--- config.mk ---
export PLATFORM = sky130hd
export DESIGN_NAME = band_gain_mixer
export DESIGN_NICKNAME = d
export VERILOG_FILES = /design/src/rtl/band_gain_mixer.sv
export SDC_FILE = /design/constraint.sdc
export NUM_CORES = 2
export LEC_CHECK = 0
export BUFFER_PORTS_ARGS = -buffer_cell sky130_fd_sc_hd__buf_2
export CAP_MARGIN = 5
export CORE_ASPECT_RATIO = 0.9
export CORE_UTILIZATION = 30
export CTS_CLUSTER_DIAMETER = 40
export DETAILED_ROUTE_END_ITERATION = 12
export PLACE_DENSITY_LB_ADDON = 0.05
export SLEW_MARGIN = 30
export SYNTH_ARGS = -nofsm -noshare
export SYNTH_HDL_FRONTEND = slang
export SYNTH_SLANG_ARGS = --single-unit
--- constraint.sdc ---
create_clock -name clk -period 24 [get_ports clk]
set_clock_uncertainty 0.15 [all_clocks]
set_input_delay 1.2 -clock clk [delete_from_list [all_inputs] [get_ports clk]]
set_output_delay 1.2 -clock clk [all_outputs]
set_load 0.005 [all_outputs]
--- src/rtl/band_gain_mixer.sv ---
// Band recombination stage: captures 8 filter-bank outputs, weights each by a programmable gain with a
// serial MAC (one band per clock), then rounds and saturates the sum to one equalized output sample.
module band_gain_mixer #(
    parameter int BAND_W    = 32,
    parameter int GAIN_W    = 16,
    parameter int GAIN_FRAC = 14,
    parameter int COEF_FRAC = 15,
    parameter int OUT_W     = 16
) (
    input  logic                     clk,
    input  logic                     rst,
    input  logic signed [BAND_W-1:0] y_in_1,
    input  logic signed [BAND_W-1:0] y_in_2,
    input  logic signed [BAND_W-1:0] y_in_3,
    input  logic signed [BAND_W-1:0] y_in_4,
    input  logic signed [BAND_W-1:0] y_in_5,
    input  logic signed [BAND_W-1:0] y_in_6,
    input  logic signed [BAND_W-1:0] y_in_7,
    input  logic signed [BAND_W-1:0] y_in_8,
    input  logic                     in_valid,
    output logic                     ready,
    input  logic                     gain_wr,
    input  logic [2:0]               gain_addr,
    input  logic signed [GAIN_W-1:0] gain_data,
    output logic signed [OUT_W-1:0]  x_out,
    output logic                     out_valid,
    output logic                     overrun,
    input  logic                     ovr_clr
);

    localparam int PROD_W = BAND_W + GAIN_W;
    localparam int ACC_W  = PROD_W + 3;
    localparam int SHIFT  = GAIN_FRAC + COEF_FRAC;

    // IDLE: waiting for strobe | ACC: one band MAC per clock | OUT: round, saturate, publish
    localparam logic [1:0] S_IDLE = 2'd0;
    localparam logic [1:0] S_ACC  = 2'd1;
    localparam logic [1:0] S_OUT  = 2'd2;

    localparam logic signed [GAIN_W-1:0] GAIN_UNITY = GAIN_W'(1) << GAIN_FRAC;
    localparam logic signed [ACC_W-1:0]  RND_HALF   = ACC_W'(1) << (SHIFT - 1);
    localparam logic signed [ACC_W-1:0]  SAT_MAX    = (ACC_W'(1) << (OUT_W - 1)) - ACC_W'(1);
    localparam logic signed [ACC_W-1:0]  SAT_MIN    = -(ACC_W'(1) << (OUT_W - 1));
    localparam logic signed [OUT_W-1:0]  OUT_MAX    = {1'b0, {(OUT_W-1){1'b1}}};
    localparam logic signed [OUT_W-1:0]  OUT_MIN    = {1'b1, {(OUT_W-1){1'b0}}};

    logic [1:0]               r_state;
    logic signed [BAND_W-1:0] r_band      [8];
    logic signed [GAIN_W-1:0] r_gain_work [8];
    logic signed [GAIN_W-1:0] r_gain_act  [8];
    logic signed [ACC_W-1:0]  r_acc;
    logic [2:0]               r_idx;
    logic signed [OUT_W-1:0]  r_x_out;
    logic                     r_out_valid;
    logic                     r_overrun;

    logic signed [BAND_W-1:0] w_y         [8];
    logic signed [GAIN_W-1:0] w_gain_next [8];
    logic signed [PROD_W-1:0] w_prod;
    logic signed [ACC_W-1:0]  w_prod_ext;
    logic signed [ACC_W-1:0]  w_acc_rnd;
    logic signed [ACC_W-1:0]  w_scaled;
    logic signed [OUT_W-1:0]  w_sat;
    logic                     w_idle;

    assign w_y[0] = y_in_1;
    assign w_y[1] = y_in_2;
    assign w_y[2] = y_in_3;
    assign w_y[3] = y_in_4;
    assign w_y[4] = y_in_5;
    assign w_y[5] = y_in_6;
    assign w_y[6] = y_in_7;
    assign w_y[7] = y_in_8;

    assign w_idle = (r_state == S_IDLE);

    // Snapshot uses the post-write gain so a write on the accept edge is seen by that sample.
    always_comb begin
        for (int i = 0; i < 8; i++) begin
            w_gain_next[i] = (gain_wr && (gain_addr == 3'(i))) ? gain_data : r_gain_work[i];
        end
    end

    assign w_prod     = PROD_W'(r_band[r_idx]) * PROD_W'(r_gain_act[r_idx]);
    assign w_prod_ext = {{(ACC_W-PROD_W){w_prod[PROD_W-1]}}, w_prod};
    assign w_acc_rnd  = r_acc + RND_HALF;
    assign w_scaled   = w_acc_rnd >>> SHIFT;

    always_comb begin
        w_sat = w_scaled[OUT_W-1:0];
        if (w_scaled > SAT_MAX) begin
            w_sat = OUT_MAX;
        end else if (w_scaled < SAT_MIN) begin
            w_sat = OUT_MIN;
        end
    end

    always_ff @(posedge clk or posedge rst) begin
        if (rst) begin
            r_state     <= S_IDLE;
            r_acc       <= '0;
            r_idx       <= '0;
            r_x_out     <= '0;
            r_out_valid <= 1'b0;
            r_overrun   <= 1'b0;
            for (int i = 0; i < 8; i++) begin
                r_band[i]      <= '0;
                r_gain_work[i] <= GAIN_UNITY;
                r_gain_act[i]  <= GAIN_UNITY;
            end
        end else begin
            r_out_valid <= 1'b0;
            for (int i = 0; i < 8; i++) begin
                r_gain_work[i] <= w_gain_next[i];
            end

            if (in_valid && !w_idle) begin
                r_overrun <= 1'b1;
            end else if (ovr_clr) begin
                r_overrun <= 1'b0;
            end

            case (r_state)
                S_IDLE: begin
                    if (in_valid) begin
                        for (int i = 0; i < 8; i++) begin
                            r_band[i]     <= w_y[i];
                            r_gain_act[i] <= w_gain_next[i];
                        end
                        r_acc   <= '0;
                        r_idx   <= '0;
                        r_state <= S_ACC;
                    end
                end
                S_ACC: begin
                    r_acc <= r_acc + w_prod_ext;
                    r_idx <= r_idx + 3'd1;
                    if (r_idx == 3'd7) begin
                        r_state <= S_OUT;
                    end
                end
                S_OUT: begin
                    r_x_out     <= w_sat;
                    r_out_valid <= 1'b1;
                    r_state     <= S_IDLE;
                end
                default: r_state <= S_IDLE;
            endcase
        end
    end

    assign ready     = w_idle;
    assign x_out     = r_x_out;
    assign out_valid = r_out_valid;
    assign overrun   = r_overrun;

endmodule
# Word-level counts from Yosys, hierarchy flattened
# Cells that the tools add are included.
# totals
ff_bits	586
in_bits	280
output_inout_bits	19
elab_cells	93
# op_classes
add_sub_neg	3
multipliers	1
magnitude_cmp	3
n_eq_ne	12
n_mux	26
bitwise	1
n_reduce_logical	17
# op_table
cell	count
$mux W16	12
$pmux W51 S2	1
$bmux W32 S3	1
$mux W32	2
$add A51 B30 Y51 const B	1
$add A51 B48 Y51	1
$mux W51	1
$bmux W16 S3	1
$mul A32 B16 Y48	1
$gt A22 B16 Y1 const B	1
$lt A22 B16 Y1 const B	1
$eq A3 B3 Y1 const B	5
$logic_and A1 B1 Y1	9
$eq A3 B2 Y1 const B	2
$pmux W3 S2	1
$reduce_and A2 Y1	3
$ge A4 B4 Y1 const B	1
$mux W2	2
$ne A2 B2 Y1 const B	2
$not A3 Y4	1
$pmux W2 S2	1
$reduce_bool A2 Y1	2
$add A3 B1 Y3 const B	1
$eq A3 B1 Y1 const B	1
7 further kinds	9

# Logic depth before layout (Yosys ltp)
# depth
word_depth	7
depth_mapped	30
depth_no_buf	26

# Worst setup path before layout
# OpenSTA, ideal clock, no wires.
# synth_timing
path_kind	register -> register
startpoint	register r_idx[0]
endpoint	register r_acc[23]
setup_time_ns	0.137
t_arrival_ns	7.425
t_required_ns	23.713
path_slack_ns	16.289
path_stages_with_launch	29
n_path_buf	4
synth_period_minus_slack_ns	7.711
path_cell_list	dfrtp_1 > buf_2 > buf_2 > buf_2 > mux4_2 > mux2i_1 > nor2_1 > fa_1 > inv_1 > fa_1 > inv_1 > fa_1 > fa_1 > fa_1 > inv_1 > fa_1 > inv_1 > ha_1 > buf_2 > a21oi_1 > nand2_1 > a211oi_2 > o221ai_1 > a21o_1 > a21o_1 > a21o_1 > a2111oi_0 > a41o_1 > a21oi_1
# synth_between
elab_chain_len	7
elab_cells_between_ends	10
cone_classes	add/sub (1); mul (1); mux (7); bitwise (1)
# synth_lines
element	line_no	rtl
from (decl)	52	logic [2:0] r_idx;
from (signal assigned)	137	r_idx <= r_idx + 3'd1;
$not A3 Y4 (implied by the code) *	84	assign w_prod = PROD_W'(r_band[r_idx]) * PROD_W'(r_gain_act[r_idx]);
$bmux W32 S3 / $bmux W16 S3 (equally long branches)	84	
$mux W32 (implied by the code) / $mux W16 (equally long branches) (2 in series)	84	
$mul A32 B16 Y48 *	84	
$add A51 B48 Y51 *	136	r_acc <= r_acc + w_prod_ext;
$pmux W51 S2 *	123	case (r_state)
to (signal assigned)	136	
to (decl)	51	logic signed [ACC_W-1:0] r_acc;
# Every way passes the cells marked *; elsewhere a longest branch is shown, timed or not. The select of a mux whose other input is x is not followed.
# A chain may end at the register's enable or synchronous reset.

# Final worst setup path
# layout_timing
startpoint	register r_idx[0]
endpoint	register r_acc[45]
# Same word-level chain as after synthesis.

==> summary.txt <==
Detailed routing
  – DRC Markers: 0
  – Vias/cell: 4.64
  – Via count: 32,024
  – Top routing layer in use: met5
  – WL met1: 76,000 um
  – Pre-antenna DRT Iters: 5
  – Routed WL per cell: 21.7 um
  – 1st-iter DRT viols: 1,679
  – Post-detailed-route count of antenna-violating nets: 0
  – Met3 wire length: 6680 um
  – Metal2 WL: 64,400 um
  – Wirelength, routed: 150,000 um

Floorplan
  – Core ar.: 0.146 mm2
  – Starting density of the core: 30.3%
  – Die area: 0.149 mm2
  – Rows: 133
  – I/O Pins: 299
  – Die W: 407 um
  – Vert. Die Dim: 367 um

Global route
  – Vias in the first global route: 35,566
  – Largest net degree at the start of global routing: 165
  – Initial antenna violation count: 17
  – Grt ovf: 0
  – First-pass GRT wire length: 232,000 um
  – Total GRT Usage: 20.8%

Synthesis
  – Post-synth EDFFs: 0
  – Synth Cell Area: 0.0443 mm2
  – Top cells by count, synth: nand2_1 (1,524), inv_1 (606), dfrtp_1 (570)
  – Cells after synthesis: 4,566
  – Ys async rst share: 100%
  – Sequential cell area fraction in the yosys report: 33.1%
  – Yosys top cell area share: 32.2%
  – Syn_nets: 5,535
  – Cell variety after synth: 62
  – #FFs+latches synth: 586
  – Area contributors post-synth: dfrtp_1 (32%), fa_1 (25%), nand2_1 (13%), inv_1 (5.1%), mux4_2 (4.9%)
  – Count leader, synth: nand2_1
  – Syn_area_per_cell: 9.70 um2
  – Ys flop type: dfrtp_1
  – Synth area leader: dfrtp_1
  – YS warnings: 0

Cells and area
  – Layout cells sized above 1: 18.0%
  – Area delta synth->final: 18.6%
  – Nets: 5,805
  – Layout fillers: 15,042

Run
  – Max Cap Viol: 0

CTS
  – Total CTS buffers: 116
  – CTS tree: yes
  – Number of hold buffers added after CTS: 0
  – Root Driver: clkbuf_16
  – Setup bufs post-CTS: 0
  – Clk sinks: 586
  – Clock transition at the registers of the reported paths: 0.05 ns
  – Htree depth: 3
  – CTS resizes: 0
  – Clk Latency, worst-skew pair: 0.79 ns
  – CTS max path bufs: 3

Worst setup path
  – WP data required: 24.38 ns
  – CP Capture Type: register
  – CP arrival: 10.43 ns
  – WS Path Type: register to register
  – CP Max Fanout: 40
  – Critical Path Source Type: register

STA
  – Setup_tns: 0 ns
  – Hold Fails Final Rpt: 0
  – Slew margin rel.: 29.8%
  – Slew Viols, Final: 0
  – Tcrit/Tclk final: 41.8%
  – RSZ-0062 raised after global routing: no
  – Fmax: 99.6 MHz
  – Worst Tran Pin Value: 1.02 ns
  – Final setup fails: 0
  – Min cycle time layout: 10.04 ns

Placement
  – Number of port buffers: 298
  – Placer Congestion: 0.831
  – DP Wirelength: 111,000 um

Hold path
  – Worst min-delay path category: register to register

Run status
  – Status: complete, no violations
==> cell type report <==
cell class,instances,area [um2],share of cell area (%)
Multi-Input combinational cell,3172,26700,50.9
Sequential cell,586,14700,28.0
Clock buffer,134,3070,5.84
Tap cell,1957,2450,4.66
Inverter,606,2280,4.34
Timing Repair Buffer,354,2000,3.80
Clock inverter,88,1320,2.51
Antenna cell,4,10.0,0.0190
==> sequential cells by signal (all words and copies together), names as in the netlist <==
| name | count |
|---|---|
| r_state | 2 |
| out_valid | 1 |
| overrun | 1 |
| x_out | 16 |
| r_gain_act | 128 |
| r_gain_work | 128 |
| r_acc | 51 |
| r_band | 256 |
| r_idx | 3 |
==> layer usage <==
| layer | GRT usage [%] | up-vias |
|---|---|---|
| met5 | 0 | - |
| met4 | 4.19 | 22 |
| met3 | 3.33 | 172 |
| met2 | 31.0 | 649 |
| met1 | 31.7 | 16508 |
| li1 | - | 14673 |
==> placed cells by master (no fill, tap or decap), drive strengths merged, types with 6 or more instances in the layout <==
cell type and count:
nand2 1525, inv 616, dfrtp 570, fa 550
buf 354, nor2 251, mux2 167, ha 139
clkbuf 134, mux4 96, o21ai 92, a21oi 47
xnor2 42, mux2i 40, clkinv 37, xor2 26
a21o 24, bufinv 23, nand3 21, clkinvlp 18
dfstp 16, nor2b 14, and2 14, and3 12
a211oi 11, nand2b 10, nand4 9, nor3 9
o21bai 8, a31oi 8, o21a 6
==> cells by family after synthesis <==
kind of cell | share of synthesized area, %
adders and majority gates | 28.8
AOI/OAI and AO/OA | 3.36
xor gates and xnor gates | 1.34
muxes | 10.0
and+or+nand+nor | 16.4
buffers and inverters | 6.90
DFF | 33.1
==> critical path, stage by stage (launching register included) <==
cell and delay (ns):
dfrtp_4 0.88, buf_4 0.71, buf_6 0.59, mux4_2 0.59, mux2i_1 0.70, nor2_1 0.14
fa_1 0.57, inv_1 0.05, fa_1 0.46, fa_1 0.52, inv_1 0.06, fa_1 0.50
fa_1 0.50, inv_1 0.05, fa_1 0.47, inv_1 0.04, ha_1 0.31, a21oi_1 0.25
nor2_1 0.09, a211oi_2 0.27, o22ai_1 0.20, a31oi_1 0.51, o21ai_1 0.32, a21o_1 0.34
a41oi_1 0.29, xor2_1 0.17, o21ai_1 0.07
==> worst paths after layout <==
path / from / to / slack [ns] / cells after the start
min in group asynchronous: rst / r_gain_act[63] / 0.39 / 2
max: r_idx[0] / r_acc[45] / 13.96 / 26
min reg2reg: r_gain_act[14] / r_gain_act[14] / 0.31 / 2
max in group asynchronous: rst / r_band[241] / 20.53 / 5
max reg2reg: r_idx[0] / r_acc[45] / 13.96 / 26
min: r_gain_act[14] / r_gain_act[14] / 0.31 / 2
==> stage by stage <==
stage | hold WS (ns) | setup slack [ns] | util (%) | instance area, um2 | std cells
after floorplan | 0.287 | 6.28 | - | 44300 | 4566
after global placement | 0.298 | 13.61 | 32.8 | 48000 | 6673
after detailed placement | 0.299 | 13.50 | 32.9 | 48100 | 6675
after CTS | 0.307 | 13.47 | 35.9 | 52500 | 6897
after global routing | 0.331 | 13.14 | 35.9 | 52500 | 6897
final | 0.307 | 13.96 | 35.9 | 52500 | 6901
Power is not shown: default switching activity piles up to over one toggle a cycle in this logic, so the estimate is an artifact.
